--- src/rtl/spike_scheduler_if.sv ---
// ----------------------------------------------------------------------------
// spike_scheduler_if
//   Bundles the timestep control, partial-sum stream and spike-vector stream
//   of the spike scheduler.
//   master : upstream/downstream environment (drives tick, sums, spike_ready)
//   slave  : the scheduler itself
//   Signals:
//     tick        timestep start pulse             (master -> slave)
//     clear_pot   zero all potentials (IDLE only)  (master -> slave)
//     threshold   firing threshold                 (master -> slave)
//     neuron_en   per-neuron spiking enable        (master -> slave)
//     sum_valid   partial sum valid                (master -> slave)
//     sum_data    partial sum for current neuron   (master -> slave)
//     sum_ready   scheduler accepts a partial sum  (slave -> master)
//     spike_valid spike vector valid               (slave -> master)
//     spike_vec   bit i = neuron i fired           (slave -> master)
//     spike_ready downstream accepts the vector    (master -> slave)
//     busy        scheduler not idle               (slave -> master)
//     overrun     tick seen while not idle (pulse) (slave -> master)
// ----------------------------------------------------------------------------
interface spike_scheduler_if #(
  parameter int NUM_NEURON      = 8,
  parameter int SUM_WIDTH       = 16,
  parameter int SPIKE_REG_WIDTH = 16
);
  logic                       tick;
  logic                       clear_pot;
  logic [SPIKE_REG_WIDTH-1:0] threshold;
  logic [NUM_NEURON-1:0]      neuron_en;
  logic                       sum_valid;
  logic [SUM_WIDTH-1:0]       sum_data;
  logic                       sum_ready;
  logic                       spike_valid;
  logic [NUM_NEURON-1:0]      spike_vec;
  logic                       spike_ready;
  logic                       busy;
  logic                       overrun;

  modport master (
    output tick, clear_pot, threshold, neuron_en, sum_valid, sum_data, spike_ready,
    input  sum_ready, spike_valid, spike_vec, busy, overrun
  );

  modport slave (
    input  tick, clear_pot, threshold, neuron_en, sum_valid, sum_data, spike_ready,
    output sum_ready, spike_valid, spike_vec, busy, overrun
  );
endinterface

--- src/rtl/spike_scheduler.sv ---
// ----------------------------------------------------------------------------
// spike_scheduler
//   Time-multiplexed integrate-and-fire controller. One shared add/compare
//   datapath walks NUM_NEURON membrane potentials per timestep: a tick starts
//   the timestep, one partial sum per neuron is consumed in index order, and
//   the resulting spike vector is offered on a valid/ready output.
//
//   Ports:
//     clk   clock
//     rstb  asynchronous, active-high reset
//     sif   spike_scheduler_if.slave (tick/clear_pot/threshold/neuron_en,
//           sum_valid/sum_data/sum_ready, spike_valid/spike_vec/spike_ready,
//           busy, overrun)
//
//   Build option:
//     SPIKE_SCHED_RESET_TO_ZERO_EN  defined   -> firing neuron potential is
//                                              reset to zero
//                                   undefined -> subtractive reset (pot <= r)
// ----------------------------------------------------------------------------
module spike_scheduler #(
  parameter int NUM_NEURON      = 8,
  parameter int SUM_WIDTH       = 16,
  parameter int SPIKE_REG_WIDTH = 16
) (
  input logic              clk,
  input logic              rstb,
  spike_scheduler_if.slave sif
);

  localparam int IDX_W = (NUM_NEURON > 1) ? $clog2(NUM_NEURON) : 1;
  localparam logic [IDX_W-1:0] IDX_LAST = IDX_W'(NUM_NEURON - 1);

  typedef enum logic [1:0] {
    S_IDLE   = 2'd0,
    S_ACCUM  = 2'd1,
    S_OUTPUT = 2'd2
  } state_e;

  state_e                     state_q;
  logic [IDX_W-1:0]           idx_q;
  logic [SPIKE_REG_WIDTH-1:0] pot_q [NUM_NEURON];
  logic [NUM_NEURON-1:0]      spike_acc_q;
  logic [NUM_NEURON-1:0]      spike_vec_q;
  logic                       sum_ready_q;
  logic                       spike_valid_q;
  logic                       busy_q;
  logic                       overrun_q;

  // Combinational datapath for the neuron currently addressed by idx_q.
  logic [SPIKE_REG_WIDTH-1:0] pot_cur;
  logic [SPIKE_REG_WIDTH-1:0] pot_sum;
  logic [SPIKE_REG_WIDTH-1:0] pot_res;
  logic                       fire;
  logic [SPIKE_REG_WIDTH-1:0] pot_d;
  logic [NUM_NEURON-1:0]      spike_acc_d;
  logic                       sum_hs;

  // A wrapped result with MSB clear counts as "at or above threshold".
  function automatic logic at_or_above(input logic [SPIKE_REG_WIDTH-1:0] r);
    return ~r[SPIKE_REG_WIDTH-1];
  endfunction

  // Shared accumulate/compare datapath and spike-bit merge.
  always_comb begin
    pot_cur     = pot_q[idx_q];
    pot_sum     = pot_cur + sif.sum_data;
    pot_res     = pot_sum - sif.threshold;
    fire        = sif.neuron_en[idx_q] & at_or_above(pot_res);
    pot_d       = pot_cur;
    spike_acc_d = spike_acc_q;
    spike_acc_d[idx_q] = fire;
    if (!sif.neuron_en[idx_q]) begin
      pot_d = pot_cur;           // disabled neuron: sum is dropped
    end else if (fire) begin
`ifdef SPIKE_SCHED_RESET_TO_ZERO_EN
      pot_d = '0;
`else
      pot_d = pot_res;
`endif
    end else begin
      pot_d = pot_sum;
    end
    sum_hs = sif.sum_valid & sum_ready_q;
  end

  // Control FSM with registered handshake/status outputs and potential file.
  always_ff @(posedge clk or posedge rstb) begin
    if (rstb) begin
      state_q       <= S_IDLE;
      idx_q         <= '0;
      spike_acc_q   <= '0;
      spike_vec_q   <= '0;
      sum_ready_q   <= 1'b0;
      spike_valid_q <= 1'b0;
      busy_q        <= 1'b0;
      overrun_q     <= 1'b0;
      for (int i = 0; i < NUM_NEURON; i++) begin
        pot_q[i] <= '0;
      end
    end else begin
      // tick is only meaningful in IDLE; anywhere else it is flagged.
      overrun_q <= sif.tick & (state_q != S_IDLE);
      case (state_q)
        S_IDLE: begin
          // Clear and tick in the same cycle: clear lands first, so the
          // new timestep accumulates from zero.
          if (sif.clear_pot) begin
            for (int i = 0; i < NUM_NEURON; i++) begin
              pot_q[i] <= '0;
            end
          end
          if (sif.tick) begin
            state_q     <= S_ACCUM;
            idx_q       <= '0;
            spike_acc_q <= '0;
            sum_ready_q <= 1'b1;
            busy_q      <= 1'b1;
          end
        end
        S_ACCUM: begin
          if (sum_hs) begin
            pot_q[idx_q] <= pot_d;
            spike_acc_q  <= spike_acc_d;
            if (idx_q == IDX_LAST) begin
              state_q       <= S_OUTPUT;
              idx_q         <= '0;
              spike_vec_q   <= spike_acc_d;
              sum_ready_q   <= 1'b0;
              spike_valid_q <= 1'b1;
            end else begin
              idx_q <= idx_q + IDX_W'(1);
            end
          end
        end
        S_OUTPUT: begin
          if (sif.spike_ready) begin
            state_q       <= S_IDLE;
            spike_valid_q <= 1'b0;
            busy_q        <= 1'b0;
          end
        end
        default: begin
          state_q       <= S_IDLE;
          idx_q         <= '0;
          sum_ready_q   <= 1'b0;
          spike_valid_q <= 1'b0;
          busy_q        <= 1'b0;
        end
      endcase
    end
  end

  assign sif.sum_ready   = sum_ready_q;
  assign sif.spike_valid = spike_valid_q;
  assign sif.spike_vec   = spike_vec_q;
  assign sif.busy        = busy_q;
  assign sif.overrun     = overrun_q;

endmodule
--- src/flat_wrapper.sv ---
// flat-port wrapper written by rule: the top's interface ports become plain ports
module spike_scheduler_flat 
#(
  parameter int NUM_NEURON      = 8,
  parameter int SUM_WIDTH       = 16,
  parameter int SPIKE_REG_WIDTH = 16
)
  (clk, rstb, sif_tick, sif_clear_pot, sif_threshold, sif_neuron_en, sif_sum_valid, sif_sum_data, sif_spike_ready, sif_sum_ready, sif_spike_valid, sif_spike_vec, sif_busy, sif_overrun);
  spike_scheduler_if #(.NUM_NEURON(NUM_NEURON), .SUM_WIDTH(SUM_WIDTH), .SPIKE_REG_WIDTH(SPIKE_REG_WIDTH)) sif_i ();
  input logic clk;
  input logic rstb;
  input wire logic [$bits(sif_i.tick)-1:0] sif_tick;
  input wire logic [$bits(sif_i.clear_pot)-1:0] sif_clear_pot;
  input wire logic [$bits(sif_i.threshold)-1:0] sif_threshold;
  input wire logic [$bits(sif_i.neuron_en)-1:0] sif_neuron_en;
  input wire logic [$bits(sif_i.sum_valid)-1:0] sif_sum_valid;
  input wire logic [$bits(sif_i.sum_data)-1:0] sif_sum_data;
  input wire logic [$bits(sif_i.spike_ready)-1:0] sif_spike_ready;
  output wire logic [$bits(sif_i.sum_ready)-1:0] sif_sum_ready;
  output wire logic [$bits(sif_i.spike_valid)-1:0] sif_spike_valid;
  output wire logic [$bits(sif_i.spike_vec)-1:0] sif_spike_vec;
  output wire logic [$bits(sif_i.busy)-1:0] sif_busy;
  output wire logic [$bits(sif_i.overrun)-1:0] sif_overrun;
  assign sif_i.tick = sif_tick;
  assign sif_i.clear_pot = sif_clear_pot;
  assign sif_i.threshold = sif_threshold;
  assign sif_i.neuron_en = sif_neuron_en;
  assign sif_i.sum_valid = sif_sum_valid;
  assign sif_i.sum_data = sif_sum_data;
  assign sif_i.spike_ready = sif_spike_ready;
  assign sif_sum_ready = sif_i.sum_ready;
  assign sif_spike_valid = sif_i.spike_valid;
  assign sif_spike_vec = sif_i.spike_vec;
  assign sif_busy = sif_i.busy;
  assign sif_overrun = sif_i.overrun;
  spike_scheduler #(.NUM_NEURON(NUM_NEURON), .SUM_WIDTH(SUM_WIDTH), .SPIKE_REG_WIDTH(SPIKE_REG_WIDTH)) u_core (.clk(clk), .rstb(rstb), .sif(sif_i));
endmodule
--- config.mk ---
export PLATFORM = sky130hd
export DESIGN_NAME = spike_scheduler_flat
export DESIGN_NICKNAME = d
export VERILOG_FILES = /design/src/rtl/spike_scheduler_if.sv /design/src/rtl/spike_scheduler.sv /design/src/flat_wrapper.sv
export SDC_FILE = /design/constraint.sdc
export NUM_CORES = 1
export LEC_CHECK = 0
export ABC_CLOCK_PERIOD_IN_PS = 13900
export CELL_PAD_IN_SITES_DETAIL_PLACEMENT = 1
export CELL_PAD_IN_SITES_GLOBAL_PLACEMENT = 2
export CORE_MARGIN = 4
export CORE_UTILIZATION = 42
export CTS_BUF_LIST = sky130_fd_sc_hd__clkbuf_16
export DETAILED_ROUTE_END_ITERATION = 10
export GPL_ROUTABILITY_DRIVEN = 0
export PLACE_DENSITY = 0.85
export SYNTH_ARGS = -nofsm -noshare
export SYNTH_HDL_FRONTEND = slang
export SYNTH_SLANG_ARGS = --single-unit
--- constraint.sdc ---
create_clock -name clk -period 13.9 [get_ports clk]
set_clock_uncertainty 0.05 [all_clocks]
set_input_delay 1.39 -clock clk [delete_from_list [all_inputs] [get_ports clk]]
set_output_delay 1.39 -clock clk [all_outputs]
set_load 0.02 [all_outputs]
* Yosys cells after proc, flatten, opt, wreduce, memory -nomap -nowiden *
Cells that the tools add are included.

word-level totals
  register bits = 153
  input bits = 46
  output and inout bits = 12
  logic and storage cells = 89

operators by class
  add/subtract/negate cells = 3
  order comparisons = 4
  equality and inequality tests = 8
  muxes and demuxes = 37
  bitwise operators = 8
  reduce and logical (&&, ||, !) cells = 13

operators with widths
  operator            number
  $mux 128            2
  $pmux 128 s2        1
  $bwmux 128          1
  $mux 16             5
  $bmux 16 s3         1
  $demux 16 s3        1
  $add 16x16->16      1
  $mux 8              2
  $pmux 8 s2          1
  $sub 16x16->16      1
  $reduce_and 3->1    5
  $reduce_and 4->1    3
  $mux 3              3
  $pmux 1 s3          3
  $pmux 3 s3          1
  $bwmux 8            1
  $mux 1              8
  $mux 2              4
  $ne 2x2->1 const B  3
  $pmux 2 s3          1
  $ge 4x4->1 const B  1
  $lt 3x4->1 const B  1
  $lt 4x1->1 const B  1
  $ne 2x1->1 const B  2
  13 further kinds    20

* Logic depth before layout (Yosys ltp) *
  word-level depth = 13
  gate-level depth with buffers = 27
  gate-level depth less buffers = 24

* Least setup slack after synthesis *
OpenSTA, ideal clock, no wires.

  kind = register to register
  from = register u_core.idx_q[2]
  to = register u_core.pot_q[100] (netlist bit)
  library setup time = 122 ps
  arrival time = 5976 ps
  required time = 13728 ps
  setup slack = 7753 ps
  cell stages (with the launch flop) = 26
  buffers on the path = 4
  clock period less this slack = 6147 ps
  cells stage by stage = dfrtp_1 -> clkbuf_1 -> clkbuf_1 -> nor3b_1 -> clkbuf_1 -> a221oi_1 -> and3_1 -> inv_1 -> ha_1 -> a211oi_1 -> o21ai_1 -> a211oi_1 -> o21ai_1 -> and4b_1 -> or3_1 -> ha_1 -> nand2_1 -> nor3_1 -> or3_1 -> o21a_1 -> a21oi_1 -> nor3_2 -> clkbuf_1 -> a2111oi_0 -> a211o_1 -> a32o_1

between the ends
  cells in the longest elaborated chain, start to end = 13
  elaborated cells between the ends (all ways) = 20
  classes of those cells = add/sub: 2; order compare: 2; mux: 12; bitwise: 3; reduce/logical: 1

RTL lines
  what                                         line                                           RTL
  start: declaration                           spike_scheduler.sv:40                          logic [IDX_W-1:0] idx_q;
  start signal: assignment                     spike_scheduler.sv:131                         idx_q <= idx_q + IDX_W'(1);
  $not 3->4 (implied by the code)              spike_scheduler.sv:65, spike_scheduler.sv:122
  $bmux 16 s3                                  spike_scheduler.sv:65                          pot_cur = pot_q[idx_q];
  $mux 16 (implied by the code) (2 in series)  spike_scheduler.sv:65
  $add 16x16->16                               spike_scheduler.sv:66                          pot_sum = pot_cur + sif.sum_data;
  $sub 16x16->16                               spike_scheduler.sv:67                          pot_res = pot_sum - sif.threshold;
  $not 1->1                                    spike_scheduler.sv:60                          return ~r[SPIKE_REG_WIDTH-1];
  $and 1x1->1                                  spike_scheduler.sv:68                          fire = sif.neuron_en[idx_q] & at_or_above(pot_res);
  $mux 16                                      spike_scheduler.sv:74                          end else if (fire) begin
  $mux 16                                      spike_scheduler.sv:72                          if (!sif.neuron_en[idx_q]) begin
  $bwmux 128 *                                 spike_scheduler.sv:122                         pot_q[idx_q] <= pot_d;
  $mux 128 *                                   spike_scheduler.sv:121                         if (sum_hs) begin
  $pmux 128 s2 *                               spike_scheduler.sv:103                         case (state_q)
  end signal: indexed assignment               spike_scheduler.sv:122
  end: declaration                             spike_scheduler.sv:41                          logic [SPIKE_REG_WIDTH-1:0] pot_q [NUM_NEURON];

Mark *: on every way between the ends. The rest lies on a longest branch, timed or not. The select of a mux whose other input is x is not followed.
A chain may end at the register's enable or synchronous reset.

* Final worst setup path *
  from = register u_core.idx_q[2]
  to = register u_core.pot_q[87] (netlist bit)

Same word-level chain as after synthesis.

==> qor.yml <==
route:
  antenna_left: 0
  wl_per_cell_um: 26.17
  viasPerCell: 6.576
  dr.pass1.iters: 5
  wl_um: 31170
  drcViolationCount: 0
  first_iter_violations: 609
  vias: 7832
worst_setup_path:
  worstSetupEndpointType: "register"
  critPathKind: "reg -> reg"
  worst_ep_arrival_time_ps: 8450
  ff2ff_path_depth: 23
  start_kind: "register"
  crit_fanout: 18
  worstPathRequired_ps: 14170
timing:
  fin_setup_tns_ps: 0
  slew_headroom_pct: 18.34
  finalSetupViolations: 0
  period_share_pct: 58.88
  tightestPinTransition_ps: 1225
  hold_viol: 0
  slew_violations: 0
  fmax_ghz: 0.1222
  whs_ps: 430.1
  period_minus_slack_ps: 8184
  grt_setup_unrepaired: "false"
synth:
  syn_nets: 955
  synth_largest_area_cell: "dfrtp_1"
  yosys.cell_types.count: 62
  ys.warnings.count: 0
  synth_top_area_share_pct: 43.98
  ys_seq_area_share_pct: 43.98
  synth_edf_count: 0
  postSynthCellCount: 875
  async_reset_ff_share_pct: 100.0
  yosys_register_bits: 153
  syn_area_um2: 8706
  syn_avg_cell_area_um2: 9.950
  synth_area_leaders: "dfrtp_1 (44%), a32o_1 (8.0%), a22oi_1 (4.7%)"
  synth_ff_type: "dfrtp_1"
layout:
  final_layout_size_suffix_gt1_share_pct: 10.21
  syn2layout_area_growth_pct: 17.45
  layout_commonest_cell: "dfrtp_1"
  num_antenna_cells: 0
  stdcell_count: 1191
  finalNetCount: 989
  final_cell_mix: "dfrtp_1 (153), nand2_1 (95), a32o_1 (70)"
  final_area_um2: 10220
floorplanning:
  die_h_um: 152.0
  die_w_um: 152.0
  die-area_um2: 23090
  floorplan.rows: 52
  start_util_pct: 42.89
  coreArea_um2: 20300
  io_pins: 58
cts:
  clock_sinks: 153
  cts_tree: "done"
  path_clk_slew_ps: 70
  root_buffer: "clkbuf_16"
  htreeDepth: 4
  tritoncts.num_buffers: 17
  post_cts_buffers: 0
  ctsHoldBuffers: 0
  clk_latency_ps: 440
  cts.path.max_buffers: 2
  ctsResizeCount: 0
global_routing:
  globalRouteTotalUtil_pct: 26.89
  grt_antenna_before_repair: 0
  grt_pass1_vias: 8390
  grt_pass1_wl_um: 48980
  grt_max_degree: 94
  grt-ovfl-total: 0
place:
  port_buffers: 57
  dpl_cell_area_um2: 9553
  dpl.hpwl_um: 21210
  dp.cells: 1160
worst_hold_path:
  whs_path_depth: 2
  hold_path_class: "reg -> reg"
status:
  outcome: "complete, no violations"
run:
  maxCapViolations: 0
## sequential cells by signal (all words and copies together) (netlist names)
| signal | cells |
|---|---|
| u_core.pot_q | 128 |
| u_core.spike_acc_q | 8 |
| u_core.sif.sum_ready | 1 |
| u_core.idx_q | 3 |
| u_core.sif.busy | 1 |
| u_core.state_q | 2 |
| u_core.sif.overrun | 1 |
| u_core.sif.spike_vec | 8 |
| u_core.sif.spike_valid | 1 |
## logic make-up (layout without fill, tap and decap cells)
| logic type | after synthesis | after routing | share of synthesized area [%] |
|---|---|---|---|
| AO/OA/AOI/OAI | 329 | 329 | 29.19 |
| multiplexers | 20 | 20 | 2.946 |
| buffers and inverters | 80 | 126 | 3.607 |
| adder cells (fa/ha/maj) | 34 | 34 | 5.059 |
| AND/OR/NAND/NOR | 235 | 235 | 12.81 |
| XOR/XNOR | 24 | 24 | 2.414 |
| flip-flops | 153 | 153 | 43.98 |
## worst paths after layout
kind	to	start	slack [ps]
setup / recovery	u_core.pot_q[87]	u_core.idx_q[2]	5720
hold / removal	u_core.pot_q[102]	u_core.pot_q[102]	430
setup reg to reg	u_core.pot_q[87]	u_core.idx_q[2]	5720
hold reg to reg	u_core.pot_q[102]	u_core.pot_q[102]	430
max in group asynchronous	u_core.pot_q[105]	rstb	10980
min in group asynchronous	u_core.pot_q[45]	rstb	1460
## synth_stat cells (7+ instances only)
library cell,n
o21ai_0,38
a21oi_1,29
inv_1,25
nor2_1,45
mux2i_1,11
nand2b_1,8
buf_1,17
nand3_1,13
o31ai_1,52
ha_1,32
or2_2,11
a21o_1,7
clkbuf_1,32
nand4_1,15
nand2_1,95
xor2_1,11
and2_1,8
nor3_1,12
dfrtp_1,153
xnor2_1,13
a32o_1,70
nor2b_1,9
a22oi_1,55
a22o_1,11
o21ai_1,19
## layout make-up
type / instances / area (um2)
Sequential cell: 153 / 3829
Timing Repair Buffer: 70 / 668.1
Clock buffer: 17 / 425.4
Fill cell: 2229 / 10070
Clock inverter: 14 / 246.5
Multi-Input combinational cell: 642 / 4619
Tap cell: 270 / 337.8
Inverter: 25 / 98.84
## per-stage QoR
step | worst slack, ps | utilization [%]
after floorplan | 7753 | -
after global placement | 6116 | 47.06
after detailed placement | 5920 | 47.06
after CTS | 5863 | 50.37
after global routing | 5223 | 50.37
final | 5716 | 50.37
## critical path: stages, from the launching register on
cell and delay [ps]:
dfrtp_1 760, nor2b_1 310, nor2b_1 940, buf_4 350, a22oi_1 120, nand4_1 200
ha_1 320, o211ai_1 270, a211oi_1 100, nor4_1 470, a21oi_1 140, nor2_1 400
o21bai_1 130, xor2_1 270, ha_1 330, a21oi_1 170, o21ai_1 120, or3_1 380
mux2_2 300, nand3_1 110, a21oi_1 280, nor3_2 860, a22oi_2 330, a32o_1 340
## routing by layer
layer,up-vias,wire length [um],global-route usage [%]
met4,0,913,9.546
met5,-,0,0
met1,4003,12900,34.65
met2,342,14940,44.37
li1,3430,-,-
met3,57,2418,6.513
Power is left out: the tool's default activity adds up to more than one toggle a clock period on the data nets, which glitch-free logic cannot reach.
